File: src/rtl/shift_reg_univ.sv
// rtl/shift_reg_univ.sv - parametrised universal shift register with auto-burst engine
//
// Purpose:
//   Holds a WIDTH-bit word that can be parallel loaded, shifted once on request,
//   or shifted by an automatic burst of cnt back-to-back steps. Supported step
//   modes: logical/arithmetic right, logical left, rotate right/left, hold.
//
// Ports:
//   clk          clock, rising edge
//   rst          asynchronous, active-low reset
//   load_i       parallel load strobe (highest priority, aborts a burst)
//   din_i        parallel load data
//   shift_en_i   single shift step, honoured only while idle
//   mode_i       0 LSR, 1 ASR, 2 LSL, 3 ROR, 4 ROL, 5-7 hold
//   amt_i        bits shifted per step
//   fill_i       bit inserted at vacated positions for LSR/LSL
//   start_i      begin a burst of cnt_i steps, honoured only while idle
//   cnt_i        burst step count
//   dout_o       register contents
//   busy_o       burst in progress
//   done_o       one-cycle pulse coincident with the final burst value
//   parity_o     even parity of dout_o (present only with SHIFT_REG_PARITY_EN)
//
// Build option:
//   SHIFT_REG_PARITY_EN - adds the registered parity_o output.

module shift_reg_univ #(
    parameter int WIDTH = 8,
    parameter int AMT_W = 3,
    parameter int CNT_W = 4
) (
    input  logic             clk,
    input  logic             rst,
    input  logic             load_i,
    input  logic [WIDTH-1:0] din_i,
    input  logic             shift_en_i,
    input  logic [2:0]       mode_i,
    input  logic [AMT_W-1:0] amt_i,
    input  logic             fill_i,
    input  logic             start_i,
    input  logic [CNT_W-1:0] cnt_i,
    output logic [WIDTH-1:0] dout_o,
    output logic             busy_o,
    output logic             done_o
`ifdef SHIFT_REG_PARITY_EN
    ,
    output logic             parity_o
`endif
);

    localparam logic [2:0] MODE_LSR = 3'd0;
    localparam logic [2:0] MODE_ASR = 3'd1;
    localparam logic [2:0] MODE_LSL = 3'd2;
    localparam logic [2:0] MODE_ROR = 3'd3;
    localparam logic [2:0] MODE_ROL = 3'd4;

    typedef enum logic {
        ST_IDLE,
        ST_RUN
    } state_t;

    state_t           state_q;
    logic [WIDTH-1:0] dout_q;
    logic [WIDTH-1:0] dout_d;
    logic             busy_q;
    logic             done_q;
    logic [CNT_W-1:0] cnt_q;
    logic [2:0]       mode_q;
    logic [AMT_W-1:0] amt_q;
    logic             fill_q;
    logic [WIDTH-1:0] step_live;
    logic [WIDTH-1:0] step_run;
`ifdef SHIFT_REG_PARITY_EN
    logic             parity_q;
`endif

    // One shift step of d by amt under the given mode.
    function automatic logic [WIDTH-1:0] shift_step(
        input logic [WIDTH-1:0] d,
        input logic [2:0]       mode,
        input logic [AMT_W-1:0] amt,
        input logic             fill
    );
        logic [WIDTH-1:0] ones;
        logic [WIDTH-1:0] fills;
        logic [WIDTH-1:0] res;
        int unsigned      a;
        int unsigned      r;
        ones  = '1;
        fills = {WIDTH{fill}};
        a     = 32'(amt);
        r     = a % WIDTH;
        case (mode)
            MODE_LSR: begin
                if (a >= WIDTH) res = fills;
                else            res = (d >> a) | (fills & ~(ones >> a));
            end
            // Arithmetic shift by >= WIDTH already yields all-sign.
            MODE_ASR: res = $signed(d) >>> a;
            MODE_LSL: begin
                if (a >= WIDTH) res = fills;
                else            res = (d << a) | (fills & ~(ones << a));
            end
            // r == 0 makes the complementary shift WIDTH, which yields zero.
            MODE_ROR: res = (d >> r) | (d << (WIDTH - r));
            MODE_ROL: res = (d << r) | (d >> (WIDTH - r));
            default:  res = d;
        endcase
        return res;
    endfunction

    always_comb begin
        step_live = shift_step(dout_q, mode_i, amt_i, fill_i);
        step_run  = shift_step(dout_q, mode_q, amt_q, fill_q);
        dout_d    = dout_q;
        if (load_i) begin
            dout_d = din_i;
        end else if (state_q == ST_RUN) begin
            dout_d = step_run;
        end else if (!start_i && shift_en_i) begin
            // start (even with cnt 0) owns the idle cycle over shift_en.
            dout_d = step_live;
        end
    end

    always_ff @(posedge clk or negedge rst) begin
        if (!rst) begin
            state_q  <= ST_IDLE;
            dout_q   <= '0;
            busy_q   <= 1'b0;
            done_q   <= 1'b0;
            cnt_q    <= '0;
            mode_q   <= '0;
            amt_q    <= '0;
            fill_q   <= 1'b0;
`ifdef SHIFT_REG_PARITY_EN
            parity_q <= 1'b0;
`endif
        end else begin
            dout_q   <= dout_d;
            done_q   <= 1'b0;
`ifdef SHIFT_REG_PARITY_EN
            parity_q <= ^dout_d;
`endif
            if (load_i) begin
                // Load aborts any burst silently.
                state_q <= ST_IDLE;
                busy_q  <= 1'b0;
                cnt_q   <= '0;
            end else begin
                case (state_q)
                    ST_IDLE: begin
                        if (start_i) begin
                            if (cnt_i != '0) begin
                                state_q <= ST_RUN;
                                busy_q  <= 1'b1;
                                cnt_q   <= cnt_i;
                                mode_q  <= mode_i;
                                amt_q   <= amt_i;
                                fill_q  <= fill_i;
                            end else begin
                                done_q  <= 1'b1;
                            end
                        end
                    end
                    ST_RUN: begin
                        if (cnt_q == CNT_W'(1)) begin
                            state_q <= ST_IDLE;
                            busy_q  <= 1'b0;
                            done_q  <= 1'b1;
                            cnt_q   <= '0;
                        end else begin
                            cnt_q   <= cnt_q - CNT_W'(1);
                        end
                    end
                    default: begin
                        state_q <= ST_IDLE;
                        busy_q  <= 1'b0;
                    end
                endcase
            end
        end
    end

    assign dout_o = dout_q;
    assign busy_o = busy_q;
    assign done_o = done_q;
`ifdef SHIFT_REG_PARITY_EN
    assign parity_o = parity_q;
`endif

endmodule
File: config.mk
export PLATFORM = sky130hd
export DESIGN_NAME = shift_reg_univ
export DESIGN_NICKNAME = d
export VERILOG_FILES = /design/src/rtl/shift_reg_univ.sv
export SDC_FILE = /design/constraint.sdc
export NUM_CORES = 1
export LEC_CHECK = 0
export ABC_AREA = 1
export BUFFER_PORTS_ARGS = -buffer_cell sky130_fd_sc_hd__buf_2
export CORE_ASPECT_RATIO = 1.5
export CORE_MARGIN = 2
export CORE_UTILIZATION = 57
export CTS_CLUSTER_SIZE = 14
export DETAILED_ROUTE_END_ITERATION = 10
export GPL_TIMING_DRIVEN = 0
export PLACE_DENSITY = 0.77
export SYNTH_ARGS = -nofsm -noshare
export SYNTH_HDL_FRONTEND = slang
export SYNTH_SLANG_ARGS = --single-unit
File: constraint.sdc
create_clock -name clk -period 2.9 [get_ports clk]
set_input_delay 0.435 -clock clk [delete_from_list [all_inputs] [get_ports clk]]
set_output_delay 0.435 -clock clk [all_outputs]
set_load 0.03 [all_outputs]
======== Yosys cells after proc, flatten, opt, wreduce, memory -nomap -nowiden ========
Index checks and enable logic that the tools add are counted.
word-level totals
  register bits ........................... 22
  input port bits ......................... 24
  output and inout bits ................... 10
  logic and storage cells ................. 92
cells by class
  $add $sub $neg .......................... 3
  equality and inequality tests ........... 13
  shifts and indexed selects .............. 14
  multiplexer cells ....................... 25
  bitwise operators ....................... 18
  reductions and logical operators ........ 11
operator list
  operator                                                            number
  8-bit case mux with 5 select lines                                  2
  8-bit bitwise OR                                                    8
  8-bit by 32-bit left shift with 8-bit output                        2
  8-bit by 32-bit right shift with 8-bit output                       2
  8-bit bitwise AND                                                   4
  8-bit inverter                                                      4
  8-bit two-way mux                                                   3
  4-bit two-way mux                                                   4
  8-bit by 3-bit left shift with 8-bit output                         2
  8-bit by 3-bit left shift with 8-bit output, first input constant   2
  8-bit by 3-bit right shift with 8-bit output                        2
  8-bit by 3-bit right shift with 8-bit output, first input constant  2
  8-bit by 3-bit >>> shifter with 8-bit output                        2
  3-bit by 2-bit == test with 1-bit output, second input constant     4
  1-bit two-way mux                                                   12
  4-bit by 3-bit subtractor with 5-bit output, first input constant   2
  4-bit case mux with 2 select lines                                  1
  7-bit by 2-bit != test with 1-bit output, second input constant     1
  7-bit nonzero test                                                  1
  3-bit by 1-bit == test with 1-bit output, second input constant     2
  3-bit == test, second input constant                                2
  3-bit logical NOT                                                   2
  3-bit != test, second input constant                                2
  1-bit case mux with 2 select lines                                  3
  11 further kinds                                                    13

======== Depth between registers and ports, before layout ========
Gate-level depths: netlist (run 1).
  depth in word-level cells ............... 8
  gate-level depth with buffers ........... 16
  gate-level depth less buffers ........... 14

======== Worst setup path before layout (run 1) ========
Ideal clock, no wire load.
  path kind ............................... input-to-reg
  start point ............................. input amt_i[1]
  end point ............................... register dout_q[3], in the netlist dout_o[3]
  library setup time ...................... 113 ps
  arrival time ............................ 2014 ps
  required time ........................... 2787 ps
  path slack .............................. 773 ps
  stages on the path ...................... 15
  path buffers ............................ 2
  cell sequence ........................... buf_4 inv_2 buf_2 ha_1 ha_1 inv_1 nor2_1 nand2_1 nand2_1 o21ai_0 nand2_1 nand2_1 nand3_1 nand2_1 inv_1
on the way
  word-level cells in the longest chain between the ends .. 8
  elaborated cells on any way between the ends .. 20
  those cells by class .................... add/sub (1); shift (7); mux (4); bitwise (8)
RTL lines
  what                                                                                 line  RTL
  start, declared                                                                      38    input logic [AMT_W-1:0] amt_i,
  branches (longest 4 deep; another with 4-bit by 3-bit subtractor with 5-bit output)  --
  8-bit case mux with 5 select lines (*)                                               93    case (mode)
  8-bit two-way mux (*)                                                                120   end else if (!start_i && shift_en_i) begin
  8-bit two-way mux (*)                                                                118   end else if (state_q == ST_RUN) begin
  8-bit two-way mux (*)                                                                116   if (load_i) begin
  end signal, assigned                                                                 140   dout_q <= dout_d;
  end, declared                                                                        63    logic [WIDTH-1:0] dout_q;
Every way passes the cells marked *. The select of a mux whose other input is x is not followed.
A chain may end at the register's enable or synchronous reset.

======== Final worst setup path (run 1) ========
  start point ............................. register amt_q[1]
  end point ............................... register dout_q[5], in the netlist dout_o[5]
on the way
  word-level cells in the longest chain between the ends .. 7
  elaborated cells on any way between the ends .. 19
  those cells by class .................... add/sub (1); shift (7); mux (3); bitwise (8)
RTL lines
  what                                                                                 line  RTL
  start, declared                                                                      69    logic [AMT_W-1:0] amt_q;
  start signal, assigned                                                               159   amt_q <= amt_i;
  branches (longest 4 deep; another with 4-bit by 3-bit subtractor with 5-bit output)  --
  8-bit case mux with 5 select lines (*)                                               93
  8-bit two-way mux (*)                                                                118
  8-bit two-way mux (*)                                                                116
Every way passes the cells marked *.

==> results of run 1 <==
-- per-stage QoR --
step | area, um2 | utilization [%]
after floorplan | 3702 | -
after global placement | 3953 | 61.80
after detailed placement | 3953 | 61.80
after CTS | 4024 | 62.91
after global routing | 4026 | 62.95
final | 4026 | 62.95
-- worst register-to-register path: cells and delay by family (launching register included) --
| kind | cells | cell delay (ns) |
|---|---|---|
| adder cells (fa/ha/maj) | 2 | 0.61 |
| buffers and inverters | 6 | 0.93 |
| AND/OR/NAND/NOR | 8 | 0.71 |
| flip-flops | 1 | 0.40 |
-- area by class of cell --
class | instances | area [um2] | share of cell area (%)
Multi-Input combinational cell | 584 | 2749 | 68.27
Sequential cell | 22 | 550.5 | 13.67
Inverter | 67 | 256.5 | 6.370
Timing Repair Buffer | 31 | 155.1 | 3.853
Buffer | 22 | 148.9 | 3.698
Tap cell | 76 | 95.09 | 2.362
Clock buffer | 3 | 41.29 | 1.025
Clock inverter | 1 | 30.03 | 0.7458
-- sequential cells by signal, summed over array words and instances, names as in the netlist --
| register | count |
|---|---|
| dout_o | 8 |
| amt_q | 3 |
| busy_o | 1 |
| done_o | 1 |
| mode_q | 3 |
| state_q | 1 |
| cnt_q | 4 |
| fill_q | 1 |
-- layout by cell type (no fill, tap or decap), drive strengths merged, types with 6 or more instances in the layout --
| master | instances |
|---|---|
| o21ai | 45 |
| dfrtp | 22 |
| nand2 | 319 |
| a21oi | 29 |
| or2 | 6 |
| inv | 66 |
| ha | 10 |
| nand3 | 102 |
| clkbuf | 9 |
| buf | 47 |
| nor2 | 47 |
| o211ai | 6 |
-- layer usage --
metal | vias to the layer above | GRT usage, %
li1 | 2315 | -
met1 | 2110 | 42.77
met2 | 276 | 71.14
met3 | 90 | 2.737
met4 | 0 | 27.66
met5 | - | 0
-- power by group through the flow --
stage          Clock, mW  Combinational, mW  Sequential [mW]
4_1_cts            0.291               1.87            0.475
3_5_place_dp           0               1.86            0.481
3_3_place_gp           0               1.83            0.477
5_1_grt            0.299               2.13            0.491
6_report           0.291               1.92            0.478
2_1_floorplan          0               1.29            0.522
-- path summary, 6_finish.rpt --
path,startpoint,end,slack [ns],cells after the start
setup / recovery,amt_q[1],dout_o[5],0.21,16
hold / removal,rst,cnt_q[2],0.11,1
setup reg to reg,amt_q[1],dout_o[5],0.21,16
hold reg to reg,busy_o,busy_o,0.52,2
max in group asynchronous,rst,dout_o[6],2.44,1
min in group clk,mode_i[0],mode_q[0],0.44,3
-- kinds of logic after synthesis --
logic type	synth area share, %
simple gates	57.62
buf+inv	10.88
fa+ha+maj	3.380
xor+xnor	0.2366
flops	14.87
compound gates	13.01
==> results.ini, run 1 <==
[clock_tree]
holdBufCountCts=0
post_cts_resized=0
clk_latency_ns=0.27
cts_root_buf=clkbuf_8
clk_pin_slew_ns=0.09
clock_sinks=22
htree_levels=1
numCtsBuffers=3
cts_tree=yes
clock_path_buffers=2
post_cts_buffers=0

[timing]
slew_violations=0
fin_tns_setup_ns=0
hold_violations=0
final-setup-viol-count=0
fmax_ghz=0.3713
holdWs_ns=0.1107
finalCriticalPeriod_ns=2.693
fin_ws_ns=0.2066
clock_skew_ns=0.01145
relSlewSlack_pct=61.71
worst_slew_pin_slew_ns=0.5712
finalCritPeriodShare_pct=92.88
rsz0062_at_grt=false

[detailed_routing]
vias=4791
maxUsedRoutingLayer=met4
viasPerCell=5.944
drt-pass1-iter-count=6
wl_met2_um=6915
wirelength_um=13630
antenna_left=0
drt-met1-wl_um=4717
post_drt_wl_per_cell_um=16.92
drt_iter0_markers=557
drc=0
met3_length_um=923

[pwr]
switching_share_pct=57.67
power_density_nw_per_um2=668.5
combPwrFrac_pct=71.4
power_frac_clock_pct=10.8
power.total_mw=2.692
intPower_mw=1.139
vdd_drop_max_mv=0.2954
switchingPower_mw=1.552
leakage_nw=2.223
seq_power_share_pct=17.8

[floorplanning]
core_area_um2=6396
die_x_um=69.81
start_util_pct=57.88
row_count=36
io_pins=34
die_h_um=102.7
dieArea_um2=7169

[worst_setup_path]
cp.required_ns=3.11
start_kind=flop
crit_type=flop to flop
critPathMaxFanout=10
cp_slowest_stage_delay_ns=0.40
slowest_stage=dfrtp_1
crit_buf_inv=6
setup.worst_path.end_class=flop
arrival_ns=2.90
crit_chain=buf_6 -> inv_1 -> clkbuf_4 -> ha_1 -> ha_1 -> inv_2 -> nand3_1 -> inv_1 -> nand2_1 -> nand3_1 -> nand2_1 -> nand3_1 -> nand2_1 -> nand3_1 -> nand2_1 -> inv_1
critical_path.top_delay_family=buffers and inverters

[synth]
synth.most_common_cell=nand2_1
ys_seq_elements=22
synth_top_area_share_pct=30.31
yosys.area.top_type=nand2_1
synthFlopType=dfrtp_1
ys_seq_area_share_pct=14.87
syn_avg_cell_area_um2=5.327
synth_nets=729
async_flop_share_pct=100.0
syn_area_um2=3702
ys_top_cells_by_area=nand2_1, dfrtp_1, nand3_1
yosys_warnings=0
synth_edf_count=0
syn_inst=695
ys_types=37
synth_commonest_cells=nand2_1, nand3_1, inv_1

[global_route]
antenna_found_initial=0
grt_usage_pct=38.95
grt_pass1_vias=4513
grt_pass1_wl_um=21890
gr-total-overflow=0
grt_max_degree=23

[final_layout]
layout-drive-gt1-share_pct=13.42
area_growth_pct=8.753
final_cells=806
antenna_cells=0
nets=765
nFillCells=702

[hold_path]
hold_class=primary input to async pin

[place]
io_buffers=31
place.gp.congestion=1.094
dp_hpwl_um=10860
pre_cts_ws_ns=0.2165
dpl.cell_count=802

[flow_run]
max_cap_violations=0

[run_status]
status=finished clean

(Power assumes the default switching activity.)
==> run 2, diff against run 1 <==
--- a/config.mk
+++ b/config.mk
@@ -14,6 +14,7 @@
 export DETAILED_ROUTE_END_ITERATION = 10
 export GPL_TIMING_DRIVEN = 0
 export PLACE_DENSITY = 0.77
+export SLEW_MARGIN = 10
 export SYNTH_ARGS = -nofsm -noshare
 export SYNTH_HDL_FRONTEND = slang
 export SYNTH_SLANG_ARGS = --single-unit
==> constraint.sdc (replaced) <==
create_clock -name clk -period 3.2 [get_ports clk]
set_input_delay 0.48 -clock clk [delete_from_list [all_inputs] [get_ports clk]]
set_output_delay 0.48 -clock clk [all_outputs]
set_load 0.03 [all_outputs]
==> run 2 against run 1 <==
Against the previous run:
- sequential share of layout area is essentially flat
- global-route usage stayed put
- first-iteration DRC count stayed put
- hold slack better by 0.045 ns
- combinational power fell by 9%
- register-to-register slack better by 0.24 ns
- clock skew hardly changed
- cell area about the same
- total power down 9.5%
- sequential cell count unchanged
- clock-buffer cell count is the same
- critical endpoint unchanged
- largest cell class unchanged
- largest power group unchanged
- highest routed layer unchanged
==> results.ini, run 2 (same netlist as run 1, synthesis figures left out) <==
[run_status]
status=finished clean

[timing]
relSlewSlack_pct=61.66
fin_ws_ns=0.4464
worst_slew_pin_slew_ns=0.5720
slew_violations=0
hold_violations=0
clock_skew_ns=0.01148
rsz0062_at_grt=false
finalCriticalPeriod_ns=2.754
fin_tns_setup_ns=0
fmax_ghz=0.3632
final-setup-viol-count=0
finalCritPeriodShare_pct=86.05

[worst_setup_path]
start_kind=flop
cp.required_ns=3.41
slowest_stage=dfrtp_1
setup.worst_path.end_class=flop
arrival_ns=2.96
critPathMaxFanout=10
cp_slowest_stage_delay_ns=0.40
crit_type=flop to flop
crit_chain=buf_6 -> inv_1 -> buf_2 -> ha_1 -> ha_1 -> inv_2 -> nand3_1 -> inv_1 -> nand2_1 -> nand3_1 -> nand2_1 -> nand3_1 -> nand2_1 -> nand3_1 -> nand2_1 -> inv_1

[detailed_routing]
viasPerCell=5.964
antenna_left=0
wirelength_um=13600
post_drt_wl_per_cell_um=16.87
drt-pass1-iter-count=6
drt_iter0_markers=557
drc=0
vias=4807

[floorplanning]
die_h_um=102.7
start_util_pct=57.88
die_x_um=69.81
dieArea_um2=7169
core_area_um2=6396
io_pins=34
row_count=36

[final_layout]
layout-drive-gt1-share_pct=13.42
area_growth_pct=8.685
final_cell_mix=nand2_1, nand3_1, inv_1
nFillCells=702
final_cells=806
layout_commonest_cell=nand2_1
antenna_cells=0
nets=765
largest_reg_flops=8

[clock_tree]
post_cts_buffers=0
post_cts_resized=0
numCtsBuffers=3
clk_latency_ns=0.27
cts_tree=yes
cts_root_buf=clkbuf_8
clk_pin_slew_ns=0.09
holdBufCountCts=0
clock_sinks=22
htree_levels=1
clock_path_buffers=2

[pwr]
intPower_mw=1.031
vdd_drop_max_mv=0.2673
leakage_nw=2.222
switching_share_pct=57.67
switchingPower_mw=1.405
power_density_nw_per_um2=605.5
power_frac_clock_pct=10.8
seq_power_share_pct=17.8
combPwrFrac_pct=71.4

[place]
pre_cts_ws_ns=0.4715
dp_hpwl_um=10860
place.gp.congestion=1.094
dpl.cell_count=802
io_buffers=31

[global_route]
grt_pass1_wl_um=21890
antenna_found_initial=0
grt_pass1_vias=4513
grt_usage_pct=38.95
gr-total-overflow=0
grt_max_degree=23

[flow_run]
max_cap_violations=0

[hold_path]
hold_class=primary input to async pin

-- run 2: per-layer routing --
layer  vias up  global-route usage (%)  routed length (um)
met3        87                   2.737                 937
li1       2313                       -                   -
met2       292                   71.14                6931
met1      2115                   42.77                4687
met5         -                       0                   0
met4         0                   27.66                1041
-- run 2: power groups by stage --
stage	Combinational, mW	Sequential [mW]	Clock [mW]
after floorplan	1.17	0.473	0
after global placement	1.66	0.433	0
after detailed placement	1.69	0.436	0
after CTS	1.69	0.430	0.263
after global routing	1.92	0.445	0.271
final	1.74	0.433	0.264
-- run 2: final timing paths --
kind / from / to / slack [ns] / cells after the start
min: rst / cnt_q[2] / 0.16 / 1
max in group asynchronous: rst / dout_o[6] / 2.69 / 1
max reg2reg: amt_q[1] / dout_o[5] / 0.45 / 16
max: amt_q[1] / dout_o[5] / 0.45 / 16
min reg2reg: busy_o / busy_o / 0.52 / 2
min in group clk: mode_i[0] / mode_q[0] / 0.49 / 3
-- run 2: final cells by class --
cell class / instances / area, um2 / area share (%)
inverters: 67 / 256.5 / 6.374
well taps: 76 / 95.09 / 2.363
repair buffers: 31 / 155.1 / 3.856
plain buffers: 22 / 146.4 / 3.638
flip-flops and latches: 22 / 550.5 / 13.68
clock buffers: 3 / 41.29 / 1.026
multi-input cells: 584 / 2749 / 68.31
clock inverters: 1 / 30.03 / 0.7463
-- run 2: through the flow --
stage                     hold WS [ns]  power (mW)  utilization (%)  cell area, um2
final                           0.1557       2.436            62.91            4024
after global routing            0.2005       2.640            62.91            4024
after CTS                       0.1816       2.385            62.91            4024
after detailed placement        0.4728       2.121            61.80            3953
after global placement          0.4637       2.093            61.80            3953
after floorplan                 0.1844       1.642                -            3702
-- run 2: critical path: cells and delay by family, from the launching register on --
family / cells / cell delay (ns)
simple gates: 8 / 0.70
buf+inv: 6 / 0.96
flops: 1 / 0.40
fa+ha+maj: 2 / 0.63
==> run 3, diff against run 2 <==
--- a/config.mk
+++ b/config.mk
@@ -9,11 +9,11 @@
 export BUFFER_PORTS_ARGS = -buffer_cell sky130_fd_sc_hd__buf_2
 export CORE_ASPECT_RATIO = 1.5
 export CORE_MARGIN = 2
-export CORE_UTILIZATION = 57
+export CORE_UTILIZATION = 65
 export CTS_CLUSTER_SIZE = 14
 export DETAILED_ROUTE_END_ITERATION = 10
 export GPL_TIMING_DRIVEN = 0
-export PLACE_DENSITY = 0.77
+export PLACE_DENSITY = 0.86
 export SLEW_MARGIN = 10
 export SYNTH_ARGS = -nofsm -noshare
 export SYNTH_HDL_FRONTEND = slang
==> run 3 against run 2 <==
Against the previous run:
- utilization grew 10 points
- clock power barely moved
- first-iteration DRC count up 34%
- hold slack gained 0.0043 ns
- global-route usage rose by 7.9 points
- routed wire length is 2.3% higher
- die area shrank 12%
- clock-buffer cell count unchanged
- clock skew increased by 0.0016 ns
- sequential cell count did not move
- total power increased by 1.8%
- largest cell class unchanged
- largest power group unchanged
==> results.ini, run 3 (same netlist as run 1, synthesis figures left out) <==
[place]
io_buffers=31
dpl.cell_count=796
dp_hpwl_um=10620
pre_cts_ws_ns=0.4475
place.gp.congestion=1.033

[final_layout]
antenna_cells=0
final_cells=800
final_cell_mix=nand2_1, nand3_1, inv_1
layout_commonest_cell=nand2_1
largest_reg_flops=8
area_growth_pct=8.483
nets=765
nFillCells=511
layout-drive-gt1-share_pct=13.42

[timing]
relSlewSlack_pct=61.95
fin_ws_ns=0.2635
finalCriticalPeriod_ns=2.937
worst_slew_pin_slew_ns=0.5676
slew_violations=0
finalCritPeriodShare_pct=91.77
fin_tns_setup_ns=0
rsz0062_at_grt=false
clock_skew_ns=0.01312
final-setup-viol-count=0
hold_violations=0
fmax_ghz=0.3405

[detailed_routing]
drt_iter0_markers=747
viasPerCell=6.209
post_drt_wl_per_cell_um=17.39
drc=0
antenna_left=0
vias=4967
wirelength_um=13910
drt-pass1-iter-count=6

[clock_tree]
post_cts_resized=0
holdBufCountCts=0
cts_tree=yes
post_cts_buffers=0
htree_levels=1
clock_path_buffers=2
clock_sinks=22
cts_root_buf=clkbuf_8
numCtsBuffers=3
clk_pin_slew_ns=0.09
clk_latency_ns=0.27

[global_route]
antenna_found_initial=0
grt_pass1_vias=4485
grt_pass1_wl_um=22400
gr-total-overflow=0
grt_usage_pct=46.80
grt_max_degree=23

[hold_path]
hold_class=primary input to async pin

[floorplanning]
die_h_um=96.43
die_x_um=65.62
io_pins=34
start_util_pct=67.42
row_count=33
core_area_um2=5492
dieArea_um2=6328

[worst_setup_path]
arrival_ns=3.10
crit_type=flop to flop
start_kind=flop
cp.required_ns=3.36
setup.worst_path.end_class=flop
critPathMaxFanout=10

[run_status]
status=finished clean

[pwr]
power_density_nw_per_um2=617.6
leakage_nw=2.222
vdd_drop_max_mv=0.3130

[flow_run]
max_cap_violations=0

## run 3: cell counts in the layout (fill, tap and decap cells not counted)
Identical to the previous run, type by type.
## run 3: metrics by stage
step | hold WS, ns | total power, mW | utilization (%) | area (um2)
floorplan | 0.1844 | 1.642 | - | 3702
global placement | 0.4563 | 2.080 | 71.84 | 3945
detailed placement | 0.4695 | 2.115 | 71.84 | 3945
CTS | 0.1720 | 2.380 | 73.14 | 4016
global route | 0.1870 | 2.672 | 73.14 | 4016
finish | 0.1600 | 2.481 | 73.14 | 4016
## run 3: final timing paths
| check | start | endpoint | slack [ns] | cells past startpoint |
|---|---|---|---|---|
| max in group asynchronous | rst | dout_o[4] | 2.68 | 1 |
| min reg2reg | busy_o | busy_o | 0.53 | 2 |
| max | amt_q[1] | dout_o[5] | 0.26 | 16 |
| max reg2reg | amt_q[1] | dout_o[5] | 0.26 | 16 |
| min in group clk | mode_i[0] | mode_q[0] | 0.50 | 3 |
| min | rst | cnt_q[1] | 0.16 | 1 |
## run 3: final cells by class
cell class	count	area, um2	share of cell area [%]
plain buffers	22	146.4	3.645
clock buffers	3	41.29	1.028
clock inverters	1	30.03	0.7477
inverters	67	256.5	6.386
multi-input cells	584	2749	68.44
flip-flops and latches	22	550.5	13.71
well taps	70	87.58	2.181
repair buffers	31	155.1	3.863
## run 3: worst max-delay path: stages (launching register included)
cell	delay, ns
dfrtp_1	0.38
buf_6	0.16
inv_1	0.09
buf_2	0.21
ha_1	0.41
clkinv_1	0.26
buf_2	0.28
nand2_1	0.09
nand3_1	0.20
nand2_1	0.16
nand2_1	0.06
nand2_1	0.06
nand3_1	0.10
nand2_1	0.09
nand3_1	0.15
nand2_1	0.10
inv_1	0.04
## run 3: metal layers
| layer | GRT usage [%] | vias to the layer above | share of wire, % |
|---|---|---|---|
| met4 | 37.67 | 0 | 8.9 |
| met1 | 48.45 | 2193 | 34 |
| met5 | 0 | - | 0 |
| li1 | - | 2310 | - |
| met3 | 15.06 | 104 | 9.3 |
| met2 | 76.77 | 360 | 48 |
## run 3: power breakdown
part,internal (mW),switching (mW)
sequential,0.338,0.0988
combinational,0.526,1.25
clock,0.167,0.0960
total,1.03,1.45
